[config.mk]
export PLATFORM = sky130hd
export DESIGN_NAME = sync_fifo_param
export DESIGN_NICKNAME = d
export VERILOG_FILES = /design/src/rtl/sync_fifo_pkg.sv /design/src/rtl/fifo_dp_ram.sv /design/src/rtl/sync_fifo_param.sv
export SDC_FILE = /design/constraint.sdc
export NUM_CORES = 1
export LEC_CHECK = 0
export CAP_MARGIN = 40
export CORE_UTILIZATION = 38
export DETAILED_ROUTE_END_ITERATION = 10
export SLEW_MARGIN = 20
export SYNTH_ARGS = -nofsm -noshare
export SYNTH_HDL_FRONTEND = slang
export SYNTH_HIERARCHICAL = 1
export SYNTH_SLANG_ARGS = --single-unit
[constraint.sdc]
create_clock -name clk -period 2.8 [get_ports clk]
set_clock_uncertainty 0.15 [all_clocks]
set_input_delay 0.84 -clock clk [delete_from_list [all_inputs] [get_ports clk]]
set_output_delay 0.84 -clock clk [all_outputs]
set_load 0.02 [all_outputs]
[src/rtl/sync_fifo_pkg.sv]
// Shared types and sizing helpers for the single-clock FIFO.
// Latency: n/a (types and constant functions only).
// Backpressure: n/a.
package sync_fifo_pkg;

    // Registered status flags, kept together so reset and update stay in one place
    typedef struct packed {
        logic full;
        logic empty;
        logic almost_full;
        logic almost_empty;
        logic overflow;
        logic underflow;
    } fifo_status_t;

    localparam fifo_status_t STATUS_RST = '{
        full:         1'b0,
        empty:        1'b1,
        almost_full:  1'b0,
        almost_empty: 1'b1,
        overflow:     1'b0,
        underflow:    1'b0
    };

    // Pointer width for a power-of-two depth
    function automatic int addr_w(input int depth);
        return $clog2(depth);
    endfunction

    // Occupancy counter needs one extra bit so that DEPTH itself is representable
    function automatic int cnt_w(input int depth);
        return $clog2(depth) + 1;
    endfunction

endpackage

[src/rtl/fifo_dp_ram.sv]
// DEPTH x DATA_W register array, one synchronous write port, one asynchronous read port.
// Latency: write visible on the read port the cycle after the write edge; read is combinational.
// Backpressure: none; the caller decides which writes are accepted.
module fifo_dp_ram #(
    parameter int DATA_W = 8,
    parameter int DEPTH  = 16,
    parameter int ADDR_W = $clog2(DEPTH)
) (
    input  logic              clk,
    input  logic              wr_en,
    input  logic [ADDR_W-1:0] wr_addr,
    input  logic [DATA_W-1:0] wr_data,
    input  logic [ADDR_W-1:0] rd_addr,
    output logic [DATA_W-1:0] rd_data
);

    logic [DATA_W-1:0] mem_q [DEPTH];

    // Storage is deliberately not reset; pointers and count make stale words unreachable
    always_ff @(posedge clk) begin
        if (wr_en) begin
            mem_q[wr_addr] <= wr_data;
        end
    end

    assign rd_data = mem_q[rd_addr];

endmodule

[src/rtl/sync_fifo_param.sv]
// Single-clock parametrised FIFO with fill count, programmable almost flags and sticky errors.
// Latency: standard mode 1 cycle rd_en->rd_data; SYNC_FIFO_FWFT_EN shows the head word 1 cycle after its write.
// Backpressure: writes dropped while full (overflow), reads dropped while empty (underflow).
module sync_fifo_param
    import sync_fifo_pkg::*;
#(
    parameter int DATA_W   = 8,
    parameter int DEPTH    = 16,
    parameter int AF_LEVEL = 12,
    parameter int AE_LEVEL = 2
) (
    input  logic                      clk,
    input  logic                      rst_n,
    input  logic                      wr_en,
    input  logic [DATA_W-1:0]         wr_data,
    input  logic                      rd_en,
    output logic [DATA_W-1:0]         rd_data,
    output logic                      rd_valid,
    output logic                      fifo_full,
    output logic                      fifo_empty,
    output logic                      almost_full,
    output logic                      almost_empty,
    output logic [$clog2(DEPTH):0]    fill_count,
    output logic                      overflow,
    output logic                      underflow
);

    localparam int ADDR_W = addr_w(DEPTH);
    localparam int CNT_W  = cnt_w(DEPTH);

    logic [ADDR_W-1:0] wr_ptr_q, wr_ptr_d;
    logic [ADDR_W-1:0] rd_ptr_q, rd_ptr_d;
    logic [CNT_W-1:0]  count_q, count_d;
    fifo_status_t      status_q, status_d;
    logic              wr_acc, rd_acc;
    logic [DATA_W-1:0] ram_rd_data;

    fifo_dp_ram #(
        .DATA_W (DATA_W),
        .DEPTH  (DEPTH),
        .ADDR_W (ADDR_W)
    ) u_ram (
        .clk     (clk),
        .wr_en   (wr_acc),
        .wr_addr (wr_ptr_q),
        .wr_data (wr_data),
        .rd_addr (rd_ptr_q),
        .rd_data (ram_rd_data)
    );

    // Accept rules, pointer/count update and next-state flags from the post-update count
    always_comb begin
        wr_acc   = wr_en && !status_q.full;
        rd_acc   = rd_en && !status_q.empty;
        wr_ptr_d = wr_acc ? wr_ptr_q + ADDR_W'(1) : wr_ptr_q;
        rd_ptr_d = rd_acc ? rd_ptr_q + ADDR_W'(1) : rd_ptr_q;

        count_d = count_q;
        if (wr_acc && !rd_acc) begin
            count_d = count_q + CNT_W'(1);
        end else if (!wr_acc && rd_acc) begin
            count_d = count_q - CNT_W'(1);
        end

        status_d.full         = (count_d == CNT_W'(DEPTH));
        status_d.empty        = (count_d == '0);
        status_d.almost_full  = (count_d >= CNT_W'(AF_LEVEL));
        status_d.almost_empty = (count_d <= CNT_W'(AE_LEVEL));
        // Error flags look at the request, not the accept: a rejected attempt is the event
        status_d.overflow     = status_q.overflow  | (wr_en & status_q.full);
        status_d.underflow    = status_q.underflow | (rd_en & status_q.empty);
    end

    // Control state register with synchronous active-low reset
    always_ff @(posedge clk) begin
        if (!rst_n) begin
            wr_ptr_q <= '0;
            rd_ptr_q <= '0;
            count_q  <= '0;
            status_q <= STATUS_RST;
        end else begin
            wr_ptr_q <= wr_ptr_d;
            rd_ptr_q <= rd_ptr_d;
            count_q  <= count_d;
            status_q <= status_d;
        end
    end

`ifdef SYNC_FIFO_FWFT_EN
    // Head word is presented directly; an empty FIFO drives zero so rd_data is never stale
    assign rd_data  = status_q.empty ? '0 : ram_rd_data;
    assign rd_valid = !status_q.empty;
`else
    logic [DATA_W-1:0] rd_data_q, rd_data_d;
    logic              rd_valid_q, rd_valid_d;

    // Capture the head word on an accepted read; hold the last word otherwise
    always_comb begin
        rd_data_d  = rd_acc ? ram_rd_data : rd_data_q;
        rd_valid_d = rd_acc;
    end

    // Registered read port
    always_ff @(posedge clk) begin
        if (!rst_n) begin
            rd_data_q  <= '0;
            rd_valid_q <= 1'b0;
        end else begin
            rd_data_q  <= rd_data_d;
            rd_valid_q <= rd_valid_d;
        end
    end

    assign rd_data  = rd_data_q;
    assign rd_valid = rd_valid_q;
`endif

    assign fifo_full    = status_q.full;
    assign fifo_empty   = status_q.empty;
    assign almost_full  = status_q.almost_full;
    assign almost_empty = status_q.almost_empty;
    assign overflow     = status_q.overflow;
    assign underflow    = status_q.underflow;
    assign fill_count   = count_q;

endmodule

-- Yosys cells after proc, flatten, opt, wreduce, memory -nomap -nowiden
Memories as Yosys holds them, arrays and structs flattened. A register that Yosys moved wholly into a read port is not among the register bits.
Index checks and enable logic that the tools add are counted.
- add/subtract/negate cells: 4
- $lt $le $gt $ge: 2
- eq/ne operators: 1
- mux-type cells: 4
- bitwise logic cells: 4
- reduce and logical (&&, ||, !) cells: 10
- operators with widths (cell ; number):
    two-way mux 5 bit ; 2
    adder 4 x 1 -> 4 bit (second input constant) ; 2
    adder 5 x 1 -> 5 bit (second input constant) ; 1
    == test 5 bit (second input constant) ; 1
    greater-or-equal comparator 5 x 4 -> 1 bit (second input constant) ; 1
    <= comparator 5 x 2 -> 1 bit (second input constant) ; 1
    logical NOT 1 bit ; 5
    logical NOT 5 bit ; 1
    subtractor 5 x 1 -> 5 bit (second input constant) ; 1
    logical AND 1 bit ; 4
    AND 1 bit ; 2
    two-way mux 1 bit ; 2
    OR 1 bit ; 2
- register bits after elaboration: 20
- RAM bits: 128
- output and inout port bits: 20
- memories: 1
- memories (memory ; depth ; bits a word ; rd ports ; clocked after memory_dff ; wr ports ; line ; RTL):
    u_ram.mem_q ; 16 ; 8 ; 1 ; 1 ; 1 ; fifo_dp_ram.sv:17 ; logic [DATA_W-1:0] mem_q [DEPTH];

-- Longest topological paths before layout
- depth after elaboration: 7
- gate-level depth with buffers: 7
- depth with buffers taken out: 6

-- By module
The synthesis kept the hierarchy.
- modules (own cells, without submodules) (module ; instances ; cells each ; area an instance (µm²) ; sequential area each (µm²)):
    fifo_dp_ram ; 1 ; 221 ; 4987.3 ; 3843.7
    sync_fifo_param ; 1 ; 138 ; 1257.5 ; 560.5

-- Worst setup path before layout
OpenSTA, ideal clock, no wires.
- kind: input to register
- start: input wr_en
- end: memory u_ram.mem_q[0][0], enable pin
- data arrival time: 2.177 ns
- path slack: 0.089 ns
- stages on the path: 5
- cell sequence: nand2b_4 -> buf_8 -> inv_6 -> or3b_2 -> nor3_1
- cells in the longest elaborated chain, start to end: 3
- RTL lines (what ; line ; RTL):
    start, declared ; sync_fifo_param.sv:14 ; input logic wr_en,
    logical AND 1 bit ; sync_fifo_param.sv:53 ; wr_acc = wr_en && !status_q.full;
    via wr_acc ; sync_fifo_param.sv:35 ; logic wr_acc, rd_acc;
    two-way mux 1 bit ; fifo_dp_ram.sv:21 ; if (wr_en) begin
    two-way mux 1 bit (not written as such) ; fifo_dp_ram.sv:22 ; mem_q[wr_addr] <= wr_data;
    end, declared ; fifo_dp_ram.sv:17 ;
The timed path passes the listed nets, and every way through them passes these cells.

-- Worst setup path after layout
- start: register count_q[0], in the netlist fill_count[0]
- end: output fill_count[0]
- RTL lines (what ; line ; RTL):
    start, declared ; sync_fifo_param.sv:33 ; logic [CNT_W-1:0] count_q, count_d;
    start signal, assigned ; sync_fifo_param.sv:84 ; count_q <= count_d;
    end, declared ; sync_fifo_param.sv:23 ; output logic [$clog2(DEPTH):0] fill_count,
No word-level cell between the ends.

==> report_table.html <==
<table>
<tr><th>Metric</th><th>Value</th></tr>
<tr><th colspan="2">Floorplan</th></tr>
<tr><td>Total number of placement rows</td><td>46</td></tr>
<tr><td>Core outline area</td><td>15900 µm²</td></tr>
<tr><td>Horizontal die dimension</td><td>130 µm</td></tr>
<tr><td>Total die area</td><td>17000 µm²</td></tr>
<tr><td>Die span in y</td><td>130 µm</td></tr>
<tr><td>Initial Util</td><td>0.392</td></tr>
<tr><td>Count of pins on the block boundary</td><td>32</td></tr>
<tr><th colspan="2">Route</th></tr>
<tr><td>Post-DR vias/cell</td><td>5.07</td></tr>
<tr><td>Highest routed metal layer</td><td>met4</td></tr>
<tr><td>Drt first pass iters</td><td>4</td></tr>
<tr><td>DRC errors left</td><td>0</td></tr>
<tr><td>Detailed-routed wire length on met3</td><td>538 µm</td></tr>
<tr><td>Iteration-0 DRC count of the detailed router</td><td>250</td></tr>
<tr><td>Count of nets left with antenna violations after detail routing</td><td>0</td></tr>
<tr><td>Met2 routed WL</td><td>6160 µm</td></tr>
<tr><td>Detailed Route WL</td><td>12300 µm</td></tr>
<tr><td>Detailed-route wire length on metal 1</td><td>5530 µm</td></tr>
<tr><td>Vias post-DR</td><td>3314</td></tr>
<tr><td>Routed len/inst</td><td>18.9 µm</td></tr>
<tr><th colspan="2">Logic synthesis</th></tr>
<tr><td>Area fraction of the dominant cell type after synthesis</td><td>0.616</td></tr>
<tr><td>Leading cell types by total area after synthesis</td><td>sky130_fd_sc_hd__edfxtp_1 62%, sky130_fd_sc_hd__dfxtp_1 9.0%, sky130_fd_sc_hd__mux4_2 6.5%</td></tr>
<tr><td>Synth Cell Area</td><td>6240 µm²</td></tr>
<tr><td>Fraction of the mapped netlist area in adder cells</td><td>0.00801</td></tr>
<tr><td>Post-synthesis register bit count</td><td>156</td></tr>
<tr><td>Post-Synthesis Net Count</td><td>375</td></tr>
<tr><td>Synthesized-area fraction occupied by ao, oa, aoi and oai cells</td><td>0.0473</td></tr>
<tr><td>Number of warning messages in the yosys log</td><td>6</td></tr>
<tr><td>Top flip-flop cell by instance count after synthesis</td><td>sky130_fd_sc_hd__edfxtp_1</td></tr>
<tr><td>Unique cell type count in the Yosys netlist</td><td>45</td></tr>
<tr><td>Cell taking the most area after synthesis</td><td>sky130_fd_sc_hd__edfxtp_1</td></tr>
<tr><td>Combinational family with the most area after synthesis</td><td>multiplexers</td></tr>
<tr><td>Asr flop ratio synth</td><td>0</td></tr>
<tr><td>Share of synthesized area spent on multiplexers</td><td>0.126</td></tr>
<tr><td>Post-Syn Area per Cell</td><td>17.4 µm²</td></tr>
<tr><td>Synthesized instance count</td><td>359</td></tr>
<tr><td>Fraction of the mapped netlist area in simple logic gates</td><td>0.0811</td></tr>
<tr><td>Parity-gate share of the synthesized area counting xor and xnor cells</td><td>0.00982</td></tr>
<tr><td>EDFF count, synth</td><td>128</td></tr>
<tr><td>Share of synthesized area occupied by flip-flops and latches</td><td>0.705</td></tr>
<tr><th colspan="2">Run</th></tr>
<tr><td>Max-cap violations</td><td>0</td></tr>
<tr><th colspan="2">Setup path</th></tr>
<tr><td>Critical Path Source Type</td><td>register</td></tr>
<tr><td>Critical path cell sequence</td><td>clkdlybuf4s50_1</td></tr>
<tr><td>Capture instance of the worst register-to-register path</td><td>rd_data[3]$_SDFFE_PN0P_</td></tr>
<tr><td>Critical-path top delay cell</td><td>sky130_fd_sc_hd__clkdlybuf4s50_1</td></tr>
<tr><td>Buffer and inverter count on the worst path</td><td>1</td></tr>
<tr><td>Cell family with most CP delay</td><td>buffers and inverters</td></tr>
<tr><td>Critical Path Max Stage Delay</td><td>0.67 ns</td></tr>
<tr><td>Critical path class</td><td>reg2out</td></tr>
<tr><td>Endpoint kind of the worst setup timing path</td><td>output pin</td></tr>
<tr><td>CP arrival</td><td>1.62 ns</td></tr>
<tr><td>R2r worst-path depth</td><td>6</td></tr>
<tr><td>Register-to-register path setup slack</td><td>0.69 ns</td></tr>
<tr><td>FF-to-FF Start</td><td>rd_ptr_q[0]$_SDFFE_PN0P_</td></tr>
<tr><td>Critical-path maximum fanout</td><td>11</td></tr>
<tr><td>Required time at the worst-slack endpoint</td><td>1.81 ns</td></tr>
<tr><th colspan="2">Global route</th></tr>
<tr><td>Initial antenna violation count</td><td>0</td></tr>
<tr><td>Pin count of the biggest net entering global routing</td><td>36</td></tr>
<tr><td>Global-route wire length before repair</td><td>19100 µm</td></tr>
<tr><td>Vias in the first global route</td><td>3368</td></tr>
<tr><td>GR Overflow Total</td><td>0</td></tr>
<tr><td>GRT Resource Usage Total</td><td>0.160</td></tr>
<tr><th colspan="2">Clocking</th></tr>
<tr><td>Root buf cell</td><td>sky130_fd_sc_hd__clkbuf_16</td></tr>
<tr><td>CTS tree</td><td>yes</td></tr>
<tr><td>H-tree level count</td><td>4</td></tr>
<tr><td>Post_cts resized</td><td>0</td></tr>
<tr><td>Hold_buf cts</td><td>0</td></tr>
<tr><td>Source-to-sink clock delay at the later pin of the worst-skew pair</td><td>0.42 ns</td></tr>
<tr><td>Number of setup buffers added after CTS</td><td>0</td></tr>
<tr><td>Number of buffers created by CTS</td><td>17</td></tr>
<tr><td>Maximum clock path buffer count</td><td>2</td></tr>
<tr><td>Clock input transition at the sequential cells of the worst setup and hold paths</td><td>0.06 ns</td></tr>
<tr><td>Sink count of the clock tree</td><td>156</td></tr>
<tr><th colspan="2">Layout</th></tr>
<tr><td>Post-Layout Cell Count</td><td>654</td></tr>
<tr><td>Final-stage net count</td><td>442</td></tr>
<tr><td>Fraction of final layout cells with drive strength greater than 1</td><td>0.203</td></tr>
<tr><td>Antenna cell count</td><td>0</td></tr>
<tr><td>Synth-to-Final Area Change</td><td>21.3%</td></tr>
<tr><td>Filler cell count in the final layout</td><td>1356</td></tr>
<tr><th colspan="2">STA</th></tr>
<tr><td>Final Hold Violating Endpoints</td><td>0</td></tr>
<tr><td>RSZ-0062 raised after global routing</td><td>no</td></tr>
<tr><td>Worst slew margin</td><td>0.544</td></tr>
<tr><td>Worst-Margin Slew</td><td>0.682 ns</td></tr>
<tr><td>Final Max Slew Viols</td><td>0</td></tr>
<tr><td>Total of endpoints with negative setup slack in the final report</td><td>0</td></tr>
<tr><td>Min Tclk post-route</td><td>2.61 ns</td></tr>
<tr><td>Worst setup slack after layout</td><td>0.194 ns</td></tr>
<tr><td>Maximum operating frequency</td><td>0.384 GHz</td></tr>
<tr><td>Period utilization</td><td>0.931</td></tr>
<tr><th colspan="2">Placement</th></tr>
<tr><td>Placer's final routability congestion estimate</td><td>0.821</td></tr>
<tr><td>Inst Count DP</td><td>623</td></tr>
<tr><td>Final HPWL DP</td><td>7970 µm</td></tr>
<tr><td>Worst slack at placement</td><td>-0.126 ns</td></tr>
<tr><td>Port bufs</td><td>31</td></tr>
<tr><th colspan="2">Worst hold path</th></tr>
<tr><td>Hold-critical path depth</td><td>2</td></tr>
<tr><td>WHS Endpoint</td><td>rd_data[7]$_SDFFE_PN0P_</td></tr>
<tr><td>Startpoint of the tightest hold check path</td><td>rd_data[7]$_SDFFE_PN0P_</td></tr>
<tr><td>Class of the tightest hold or removal check</td><td>reg2reg</td></tr>
<tr><th colspan="2">Pwr</th></tr>
<tr><td>Total power density per cell area</td><td>736 nW/µm²</td></tr>
<tr><td>Leakage power</td><td>2.52 nW</td></tr>
<tr><td>Peak supply drop</td><td>374 µV</td></tr>
<tr><th colspan="2">Outcome</th></tr>
<tr><td>Result of the run</td><td>completed</td></tr>
</table>
==> cell usage in the layout, fill, tap and decap left out, types with 14 or more instances in the layout <==
| master | count |
|---|---|
| sky130_fd_sc_hd__clkbuf_16 | 17 |
| sky130_fd_sc_hd__dfxtp_1 | 27 |
| sky130_fd_sc_hd__buf_4 | 32 |
| sky130_fd_sc_hd__a22oi_1 | 17 |
| sky130_fd_sc_hd__mux4_2 | 18 |
| sky130_fd_sc_hd__nor2_1 | 17 |
| sky130_fd_sc_hd__edfxtp_1 | 128 |
| sky130_fd_sc_hd__mux4_1 | 14 |
| sky130_fd_sc_hd__nand2_1 | 33 |
| sky130_fd_sc_hd__clkdlybuf4s50_1 | 31 |
==> sequential cells by signal, summed over array words and instances, names as in the netlist <==
signal / count
almost_empty: 1
almost_full: 1
fifo_empty: 1
fifo_full: 1
fill_count: 5
overflow: 1
rd_data: 8
rd_ptr_q: 4
rd_valid: 1
u_ram/mem_q: 128
underflow: 1
wr_ptr_q: 4
==> synthesized netlist by cell type, types with 5 or more instances <==
cell,n
sky130_fd_sc_hd__xnor2_1,7
sky130_fd_sc_hd__nor3_1,8
sky130_fd_sc_hd__edfxtp_1,128
sky130_fd_sc_hd__buf_2,5
sky130_fd_sc_hd__mux4_2,18
sky130_fd_sc_hd__dfxtp_1,28
sky130_fd_sc_hd__nand2_1,33
sky130_fd_sc_hd__nor2_1,17
sky130_fd_sc_hd__a21boi_0,10
sky130_fd_sc_hd__a22oi_1,17
sky130_fd_sc_hd__and2_1,10
sky130_fd_sc_hd__mux4_1,14
==> power by group <==
part           internal (W)  switching [W]  leakage [nW]  total (W)
registers           0.00258      0.0000550          1.39    0.00264
logic              0.000323       0.000322         0.846   0.000645
clock network       0.00140       0.000893         0.286    0.00229
==> routing by layer <==
layer / track usage / vias to the layer above
met2: 0.258 / 69
met5: 0 / -
met3: 0.0361 / 6
li1: - / 1559
met4: 0.0691 / 0
met1: 0.208 / 1680
==> per-stage QoR <==
| step | area, µm² | hold slack (ns) | utilization | total power [W] | TNS, ns |
|---|---|---|---|---|---|
| 6_report | 7570 | 0.310 | 0.475 | 0.00558 | 0 |
| 5_1_grt | 7570 | 0.338 | 0.475 | 0.00581 | 0 |
| 4_1_cts | 7570 | 0.315 | 0.475 | 0.00565 | 0 |
| 3_5_place_dp | 6980 | 0.306 | 0.438 | 0.00334 | -1.10 |
| 3_3_place_gp | 6980 | 0.302 | 0.438 | 0.00333 | -0.687 |
| 2_1_floorplan | 6240 | 0.368 | - | 0.00310 | 0 |
==> cell type report <==
| class | count | area [µm²] | share of cell area |
|---|---|---|---|
| clock buffer | 17 | 425 | 0.0562 |
| tap | 216 | 270 | 0.0357 |
| multi-input combinational | 183 | 1700 | 0.224 |
| clock inverter | 14 | 169 | 0.0223 |
| inverter | 3 | 16.3 | 0.00215 |
| timing repair buffer | 65 | 591 | 0.0780 |
| sequential | 156 | 4410 | 0.582 |
==> worst reg2reg max path: stages, from the launching register on <==
cell	delay (ns)
sky130_fd_sc_hd__dfxtp_2	0.34
sky130_fd_sc_hd__buf_12	0.26
sky130_fd_sc_hd__mux4_1	0.68
sky130_fd_sc_hd__a22oi_1	0.29
sky130_fd_sc_hd__nand2_1	0.14
sky130_fd_sc_hd__nand2_1	0.08
sky130_fd_sc_hd__a21boi_0	0.07
==> how the worst max path moves through the flow <==
stage	end	startpoint	cells past startpoint
finish	fill_count[0]	fill_count[0]$_SDFF_PN0_	1
global route	fill_count[0]	fill_count[0]$_SDFF_PN0_	1
CTS	fill_count[0]	fill_count[0]$_SDFF_PN0_	1
detailed placement	fifo_empty$_SDFF_PN1_	rd_en	6
global placement	fifo_empty$_SDFF_PN1_	rd_en	6
floorplan	u_ram/mem_q[0][0]$_DFFE_PP_	wr_en	5
==> kinds of logic (layout without fill, tap and decap cells) <==
logic type,after synthesis,after routing
and+or+nand+nor,98,98
AOI/OAI and AO/OA,41,41
DFF,156,156
xor gates and xnor gates,7,7
adders and majority gates,4,4
buffers and inverters,20,99
muxes,33,33
(Power assumes the default switching activity.)
